===== config.mk =====
export PLATFORM = sky130hd
export DESIGN_NAME = mac_scheduler
export DESIGN_NICKNAME = d
export VERILOG_FILES = /design/src/rtl/mac_sched_pkg.sv /design/src/rtl/mac_scheduler_rr_arbiter.sv /design/src/rtl/mac_scheduler.sv
export SDC_FILE = /design/constraint.sdc
export NUM_CORES = 1
export LEC_CHECK = 0
export CORE_AREA = 2 2 194 196
export DETAILED_ROUTE_END_ITERATION = 8
export DIE_AREA = 0 0 196 198
export PLACE_DENSITY_LB_ADDON = 0.12
export SYNTH_ARGS = -nofsm -noshare
export SYNTH_HDL_FRONTEND = slang
export SYNTH_SLANG_ARGS = --single-unit
export TNS_END_PERCENT = 30

===== constraint.sdc =====
create_clock -name clk -period 3.95 [get_ports clk]
set_input_delay 0.79 -clock clk [delete_from_list [all_inputs] [get_ports clk]]
set_output_delay 0.79 -clock clk [all_outputs]
set_load 0.02 [all_outputs]

===== src/rtl/mac_sched_pkg.sv =====
// mac_sched_pkg
// Shared types and constants for the MAC scheduler slice.
//   DEF_NREQ / DEF_W : default requester count and operand width
//   DRAIN_CYCLES     : idle cycles after reset before the first grant
//   state_e          : scheduler FSM states
//   rsp_t            : response record {id, data, err} at the default sizing
package mac_sched_pkg;

  localparam int DEF_NREQ     = 4;
  localparam int DEF_W        = 32;
  localparam int DRAIN_CYCLES = 2;

  typedef enum logic [2:0] {
    IDLE,
    LOAD_A,
    LOAD_B,
    LOAD_C,
    WAIT
  } state_e;

  typedef struct packed {
    logic [$clog2(DEF_NREQ)-1:0] id;
    logic [DEF_W-1:0]            data;
    logic                        err;
  } rsp_t;

endpackage


===== src/rtl/mac_scheduler_rr_arbiter.sv =====
// rr_arbiter
// Combinational round-robin arbiter. The search starts one position after
// last_grant and wraps from NREQ-1 to 0; the first requesting index wins.
// Ports:
//   req        in  NREQ  request vector
//   en         in  1     grant enable; no grant is produced when low
//   last_grant in  IDW   index of the previous winner
//   gnt        out NREQ  one-hot grant (all zero when nothing wins)
//   gnt_idx    out IDW   encoded index of the winner (0 when nothing wins)
module rr_arbiter #(
  parameter int NREQ = 4,
  parameter int IDW  = $clog2(NREQ)
) (
  input  logic [NREQ-1:0] req,
  input  logic            en,
  input  logic [IDW-1:0]  last_grant,
  output logic [NREQ-1:0] gnt,
  output logic [IDW-1:0]  gnt_idx
);

  logic           found;
  logic [IDW-1:0] k;

  always_comb begin
    gnt     = '0;
    gnt_idx = '0;
    found   = 1'b0;
    k       = '0;
    for (int i = 1; i <= NREQ; i++) begin
      k = IDW'((int'(last_grant) + i) % NREQ);
      if (en && !found && req[k]) begin
        gnt[k]  = 1'b1;
        gnt_idx = k;
        found   = 1'b1;
      end
    end
  end

endmodule


===== src/rtl/mac_scheduler.sv =====
// mac_scheduler
// Shares one streaming multiply-accumulate unit (result = a*b+c, operands
// presented on three consecutive validi cycles) between NREQ requesters.
// A granted job is serialised onto the MAC input, the MAC result is captured
// one cycle after the last operand, and it is returned tagged with the
// requester id through a single-entry response register.
// Ports:
//   clk, rst_n           clock (shared with the MAC), async active-low reset
//   req_valid/a/b/c      per-requester job handshake and operands
//   req_ready            one-hot accept strobe (combinational)
//   rsp_valid/ready      response handshake
//   rsp_id/data/err      result record; err=1 when the MAC gave no valido
//   mac_validi/data_in   operand stream into the MAC
//   mac_valido/data_out  result from the MAC
module mac_scheduler
  import mac_sched_pkg::*;
#(
  parameter int NREQ = DEF_NREQ,
  parameter int W    = DEF_W,
  parameter int IDW  = $clog2(NREQ)
) (
  input  logic                      clk,
  input  logic                      rst_n,
  input  logic [NREQ-1:0]           req_valid,
  input  logic [NREQ-1:0][W-1:0]    req_a,
  input  logic [NREQ-1:0][W-1:0]    req_b,
  input  logic [NREQ-1:0][W-1:0]    req_c,
  output logic [NREQ-1:0]           req_ready,
  output logic                      rsp_valid,
  input  logic                      rsp_ready,
  output logic [IDW-1:0]            rsp_id,
  output logic [W-1:0]              rsp_data,
  output logic                      rsp_err,
  output logic                      mac_validi,
  output logic [W-1:0]              mac_data_in,
  input  logic                      mac_valido,
  input  logic [W-1:0]              mac_data_out
);

  state_e         state_q, state_d;
  logic [IDW-1:0] last_q, last_d;
  logic [1:0]     drain_q, drain_d;

  logic [W-1:0]   a_q, b_q, c_q;
  logic [IDW-1:0] id_q;

  logic           rsp_valid_q, rsp_valid_d;
  logic [IDW-1:0] rsp_id_q, rsp_id_d;
  logic [W-1:0]   rsp_data_q, rsp_data_d;
  logic           rsp_err_q, rsp_err_d;

  logic            grant_en;
  logic            accept;
  logic [NREQ-1:0] gnt;
  logic [IDW-1:0]  gnt_idx;

  // A grant needs the post-reset flush finished and a response slot that is
  // empty now or being emptied this cycle, so the job can always complete.
  assign grant_en = (state_q == IDLE) && (drain_q == 2'd0) &&
                    (!rsp_valid_q || rsp_ready);

  rr_arbiter #(
    .NREQ (NREQ),
    .IDW  (IDW)
  ) u_arb (
    .req        (req_valid),
    .en         (grant_en),
    .last_grant (last_q),
    .gnt        (gnt),
    .gnt_idx    (gnt_idx)
  );

  // gnt only has a bit set where req_valid is high, so a non-zero grant is
  // the completed handshake.
  assign req_ready = gnt;
  assign accept    = |gnt;

  always_comb begin
    state_d     = state_q;
    last_d      = last_q;
    drain_d     = drain_q;
    mac_validi  = 1'b0;
    mac_data_in = '0;
    rsp_valid_d = rsp_valid_q;
    rsp_id_d    = rsp_id_q;
    rsp_data_d  = rsp_data_q;
    rsp_err_d   = rsp_err_q;

    if (rsp_valid_q && rsp_ready) begin
      rsp_valid_d = 1'b0;
    end

    case (state_q)
      IDLE: begin
        if (drain_q != 2'd0) begin
          drain_d = drain_q - 2'd1;
        end else if (accept) begin
          last_d  = gnt_idx;
          state_d = LOAD_A;
        end
      end
      LOAD_A: begin
        mac_validi  = 1'b1;
        mac_data_in = a_q;
        state_d     = LOAD_B;
      end
      LOAD_B: begin
        mac_validi  = 1'b1;
        mac_data_in = b_q;
        state_d     = LOAD_C;
      end
      LOAD_C: begin
        mac_validi  = 1'b1;
        mac_data_in = c_q;
        state_d     = WAIT;
      end
      WAIT: begin
        // validi stays low here: that resets the MAC's operand window so the
        // next job cannot reuse this job's b and c.
        rsp_valid_d = 1'b1;
        rsp_id_d    = id_q;
        rsp_data_d  = mac_valido ? mac_data_out : '0;
        rsp_err_d   = !mac_valido;
        state_d     = IDLE;
      end
      default: begin
        state_d = IDLE;
      end
    endcase
  end

  // Control and response state
  always_ff @(posedge clk or negedge rst_n) begin
    if (!rst_n) begin
      state_q     <= IDLE;
      last_q      <= IDW'(NREQ - 1);
      drain_q     <= 2'(DRAIN_CYCLES);
      rsp_valid_q <= 1'b0;
      rsp_id_q    <= '0;
      rsp_data_q  <= '0;
      rsp_err_q   <= 1'b0;
    end else begin
      state_q     <= state_d;
      last_q      <= last_d;
      drain_q     <= drain_d;
      rsp_valid_q <= rsp_valid_d;
      rsp_id_q    <= rsp_id_d;
      rsp_data_q  <= rsp_data_d;
      rsp_err_q   <= rsp_err_d;
    end
  end

  // Job operand latches; only read in LOAD_x/WAIT, which follow an accept.
  always_ff @(posedge clk) begin
    if (accept) begin
      a_q  <= req_a[gnt_idx];
      b_q  <= req_b[gnt_idx];
      c_q  <= req_c[gnt_idx];
      id_q <= gnt_idx;
    end
  end

  assign rsp_valid = rsp_valid_q;
  assign rsp_id    = rsp_id_q;
  assign rsp_data  = rsp_data_q;
  assign rsp_err   = rsp_err_q;

endmodule


## Yosys cells after proc, flatten, opt, wreduce, memory -nomap -nowiden

Index checks and enable logic that the tools add are counted.

- Bits in registers: 141
- Input port bits: 424
- Logic and storage cells: 105

- Add/subtract/negate cells: 5
- Magnitude comparators: 9
- Eq/ne operators: 6
- Muxes and demuxes: 41
- Bitwise gates (word level): 4
- Reduce and logical (&&, ||, !) cells: 29

Operator list:

| kind | count |
|---|---|
| binary-select mux 32 bit (select 2 bit) | 3 |
| 2-to-1 mux 32 bit | 4 |
| case mux 32 bit (3 select lines) | 1 |
| 2-to-1 mux 4 bit | 4 |
| < comparator 2 x 3 -> 1 bit (second input constant) | 5 |
| logical AND 1 bit | 14 |
| 2-to-1 mux 1 bit | 14 |
| OR 4 bit | 3 |
| case mux 3 bit (4 select lines) | 1 |
| binary-select mux 1 bit (select 2 bit) | 4 |
| demux 1 bit (select 2 bit) | 4 |
| >= comparator 2 x 1 -> 1 bit (second input constant) | 4 |
| 2-to-1 mux 2 bit | 4 |
| equality test 3 x 2 -> 1 bit (second input constant) | 2 |
| 2-to-1 mux 3 bit | 2 |
| zero test 1 bit | 5 |
| adder 2 x 1 -> 2 bit (second input constant) | 2 |
| adder 2 bit (second input constant) | 2 |
| inequality test 2 bit (second input constant) | 2 |
| AND reduction 2 bit | 2 |
| nonzero test 2 bit | 2 |
| OR reduction 4 bit | 1 |
| equality test 3 x 1 -> 1 bit (second input constant) | 1 |
| equality test 3 bit (second input constant) | 1 |
| other kinds (7) | 7 |

## Longest topological paths before layout

- Depth after elaboration: 21
- Depth in mapped cells: 12

## Cells and area by module

From an unflattened synthesis, not the netlist that was laid out.

- Cells, all modules: 555
- Area, all modules: 8220.4 µm²

By module, submodules not included:

| module | instances | cells an instance | area each (µm²) | seq. area each (µm²) |
|---|---|---|---|---|
| mac_scheduler | 1 | 507 | 7773.7 | 4022.6 |
| rr_arbiter | 1 | 48 | 446.7 | 0.0 |

## Worst setup path after synthesis

Ideal clock, no wire load.

- Path kind: register to register
- Start point: register last_q[0]
- End point: register last_q[0]
- Setup time: 0.082 ns
- Arrival time: 3.379 ns
- Required time: 3.868 ns
- Path slack: 0.488 ns
- Stages on the path, launching flop included: 11
- Path buffers: 2
- Clock period less this slack: 3.462 ns
- Cells stage by stage: dfstp_2 > buf_6 > inv_1 > ha_1 > mux4_1 > nand2b_1 > nor4_1 > a221o_1 > or4_4 > buf_6 > mux2_4

- Word-level cells in the longest chain between the ends: 19

Ends and longest elaborated chain:

| what | line | RTL |
|---|---|---|
| start, declared | mac_scheduler.sv:41 | `logic [IDW-1:0] last_q, last_d;` |
| start signal, assigned | mac_scheduler.sv:136 | `last_q <= IDW'(NREQ - 1);` |
| start signal, assigned | mac_scheduler.sv:144 | `last_q <= last_d;` |
| branches (longest 16 deep; another with < comparator 2 x 3 -> 1 bit) | n/a |  |
| 2-to-1 mux 4 bit * | mac_scheduler_rr_arbiter.sv:31 | `if (en && !found && req[k]) begin` |
| via req_ready[2] | mac_scheduler.sv:28 | `output logic [NREQ-1:0] req_ready,` |
| OR reduction 4 bit * | mac_scheduler.sv:76 | `assign accept = \|gnt;` |
| via accept | mac_scheduler.sv:53 | `logic accept;` |
| AND reduction 3 bit (no source line) * | n/a |  |

Mark *: on every way through the listed nets, which the timed path passes. The select of a mux whose other input is x is not followed.
A chain may end at the register's enable or synchronous reset.

## Final worst setup path

- Start point: input req_valid[0]
- End point: output req_ready[0]

- Word-level cells in the longest chain between the ends: 16

Ends and longest elaborated chain:

| what | line | RTL |
|---|---|---|
| start, declared | mac_scheduler.sv:24 | `input logic [NREQ-1:0] req_valid,` |
| binary-select mux 1 bit (select 2 bit) | mac_scheduler_rr_arbiter.sv:31 |  |
| 2-to-1 mux 1 bit (implied by the code) | mac_scheduler_rr_arbiter.sv:31 |  |
| logical AND 1 bit | mac_scheduler_rr_arbiter.sv:31 |  |
| 2-to-1 mux 1 bit | mac_scheduler_rr_arbiter.sv:31 |  |
| zero test 1 bit | mac_scheduler_rr_arbiter.sv:31 |  |
| logical AND 1 bit (2 in series) | mac_scheduler_rr_arbiter.sv:31 |  |
| 2-to-1 mux 1 bit | mac_scheduler_rr_arbiter.sv:31 |  |
| zero test 1 bit | mac_scheduler_rr_arbiter.sv:31 |  |
| logical AND 1 bit (2 in series) | mac_scheduler_rr_arbiter.sv:31 |  |
| 2-to-1 mux 1 bit | mac_scheduler_rr_arbiter.sv:31 |  |
| zero test 1 bit | mac_scheduler_rr_arbiter.sv:31 |  |
| logical AND 1 bit (2 in series) | mac_scheduler_rr_arbiter.sv:31 |  |
| 2-to-1 mux 4 bit * | mac_scheduler_rr_arbiter.sv:31 |  |
| end, declared | mac_scheduler.sv:28 |  |

Every way passes the cells marked *; elsewhere a longest branch is shown, timed or not. The select of a mux whose other input is x is not followed.

==> metrics.txt <==
outcome=complete, no violations; die area=38,810 µm²; Hold-fix buffers, CTS=0; worst-margin pin slew=1.108 ns; Iter 0 DRT Violations=251; Max-slew headroom=25.90%; synthesized instance count=797; antenna violations before repair=0; gpl congestion=0.7457; largest net degree at the start of global routing=72; Syn Std Cell Area=9080 µm²; combinational group share of total power=59.4%; Arrival @ worst endpoint=2.95 ns; final slew viol count=0; Hold Crit Class=flop to flop; DR vias/cell=4.456; CP Buf/Inv Count=3; clk_skew=0.01362 ns; Worst-Skew Late Latency=0.43 ns; Final Hold Fails=0; critical-path cell list=clkdlybuf4s50_1 > mux4_1 > nand2b_1 > nor3_1 > buf_4 > a221o_1 > dlygate4sd2_1; register area=4026 µm²; GR Overflow Total=0; Post-DRT Antenna Nets=0; area of the multi-input gates=4752 µm²; Slowest-stage cell, CP=mux4_1; setup violators final=0; Cell Pwr Density=761.5 nW/µm²; final WL=34.31 mm; Final Util=41.68%; Placement Setup Slack=-0.01908 ns; I/O Pins=497; Reg2Reg Depth=11; CTS tree=yes; hold path depth=1; CORE AREA=36,960 µm²; # fillers=3,621; type of origin of the critical path=primary input; Req. time, crit path=3.16 ns; clk slew on worst S/H paths=0.07 ns; post-route setup slack=0.2133 ns; leakage=6.813 nW; Unique masters post-synth=36; Global Route Usage Sum=16.98%; critical path type=primary input to output port; Final Cycle Share=94.60%; worst vdd ir=0.0007285 V; crit path time final=3.737 ns; post-synthesis sequential area ratio=44.30%; Site Rows=71; CP peak stage delay=0.62 ns; max-cap violations=0; YS warnings=0; WP depth=7; number of global-route vias before repair=8,016; TritonRoute pass-1 iters=4; CP Max Fanout=6; via count=7,940; nets=1,728; Horiz. Die Dim=196 µm; Power, Total=11.73 mW; Clock Path Buffers=2; crit-path leading delay family=buffers and inverters; # clock sinks=141; DRC viols=0; Diodes inserted=0; die height=198 µm; average size of a mapped cell=11.39 µm²; Critical Path Sink Type=output port; Area Overhead vs Synth=69.66%; Root Driver=clkbuf_16; post-DP HPWL=27.58 mm; RSZ-0062 raised after global routing=false; Seq pwr share=26.4%; CTS H-tree depth=4; Syn Nets=1,230; starting density of the core=24.57%; number of synthesized register bits=141; share of layout cells above drive strength 1=10.09%; NetSw=4.766 mW; cell-internal power=6.965 mW; buffers added on ports=496; clock share of power=14.3%; Sw Ratio=40.63%; CTS buffer count=17; maximum clock rate=267.6 MHz; first-pass GRT wire length=48.95 mm; drt wl/cell=19.25 µm
layout make-up:
type | instances | area share [%]
Inverter | 5 | 0.1218
Tap cell | 474 | 3.850
Clock inverter | 10 | 0.5523
Multi-Input combinational cell | 588 | 30.85
Clock buffer | 22 | 3.436
Timing Repair Buffer | 542 | 35.06
Sequential cell | 141 | 26.14
power groups by stage:
stage | sequential (mW) | combinational [mW] | clock (mW)
3_5_place_dp | 3.13 | 7.12 | 0
3_3_place_gp | 3.11 | 7.12 | 0
6_report | 3.09 | 6.96 | 1.68
5_1_grt | 3.17 | 7.56 | 1.79
4_1_cts | 3.11 | 7.15 | 1.74
2_1_floorplan | 3.25 | 3.95 | 0
final timing paths:
| check | start | endpoint | slack, ns |
|---|---|---|---|
| setup reg to reg | last_q[0] | c_q[21] | 0.33 |
| max in group asynchronous | rst_n | state_q[2] | 2.70 |
| hold / removal | id_q[0] | rsp_id[0] | 0.48 |
| hold reg to reg | id_q[0] | rsp_id[0] | 0.48 |
| min in group asynchronous | rst_n | rsp_data[26] | 0.55 |
| setup / recovery | req_valid[0] | req_ready[0] | 0.21 |
stage by stage:
step	std cells	hold slack, ns	setup TNS, ns	cell area [µm²]
2_1_floorplan	797	0.4555	0	9080
3_3_place_gp	1748	0.4629	0	14770
3_5_place_dp	1748	0.4705	-0.05263	14770
4_1_cts	1782	0.4825	0	15400
5_1_grt	1782	0.5044	0	15400
6_report	1782	0.4781	0	15400
synth_stat cells (all sizes together):
master / count / area (µm²)
or2b: 1 / 8.760
ha: 9 / 112.6
nor4: 2 / 12.51
mux4: 4 / 101.4
nor2b: 2 / 12.51
xnor2: 2 / 17.52
nor3: 3 / 15.01
mux2i: 291 / 2913
nor2: 56 / 210.2
mux2: 38 / 431.7
edfxtp: 98 / 2943
and3b: 1 / 8.760
inv: 5 / 18.77
a22oi: 13 / 97.59
or4: 1 / 11.26
buf: 39 / 221.5
nand2b: 2 / 12.51
a31oi: 1 / 12.51
nand2: 91 / 341.6
nand4b: 1 / 15.01
nor3b: 1 / 7.510
nand3b: 4 / 30.03
a21oi: 24 / 120.1
clkbuf: 24 / 90.09
a221oi: 1 / 8.760
dfrtp: 40 / 1001
a221o: 4 / 40.04
dfstp: 3 / 78.83
a21o: 1 / 8.760
o21ai: 34 / 170.2
o21a: 1 / 7.510
logic make-up after synthesis:
group                      synth area share, %
muxes                                    37.95
and+or+nand+nor                          7.551
DFF                                      44.30
AOI/OAI and AO/OA                        5.126
buffers and inverters                    3.638
adders and majority gates                1.240
xor gates and xnor gates                0.1930
flip-flops by register name, summed over array words and instances (netlist names), 2 cells and up:
register,count
drain_q,2
state_q,3
c_q,32
a_q,32
id_q,2
last_q,2
b_q,32
rsp_id,2
rsp_data,32
routing by layer:
layer	wire length [µm]	part of all wire, %	global-route usage [%]
met1	14810	43	21.37
met2	16920	49	29.42
met3	2185	6.4	4.394
met4	395	1.2	3.367
met5	0	0	0
cells in the final DEF, fill, tap and decap left out, types with 2 or more instances in the layout:
master / count
clkdlybuf4s50_1: 491
mux2i_1: 291
edfxtp_1: 98
nand2_1: 90
nor2_1: 56
buf_4: 38
mux2_2: 37
dfrtp_1: 37
o21ai_0: 34
a21oi_1: 24
clkbuf_16: 21
a22oi_1: 13
ha_1: 9
buf_12: 8
inv_1: 5
inv_6: 5
nand3b_1: 4
a221o_1: 4
dlygate4sd2_1: 4
mux4_1: 3
dfstp_2: 3
dfrtp_2: 3
nand2b_1: 2
nor3_1: 2
xnor2_1: 2
clkinv_4: 2
inv_4: 2
what timing repair did:
item / 4_1_cts / 5_1_grt
endpoints found under the setup margin: 4 / 4
resized for setup: 4 / 1
setup buffers: 2 / 0
No activity file was read; power rests on OpenSTA's default activity.
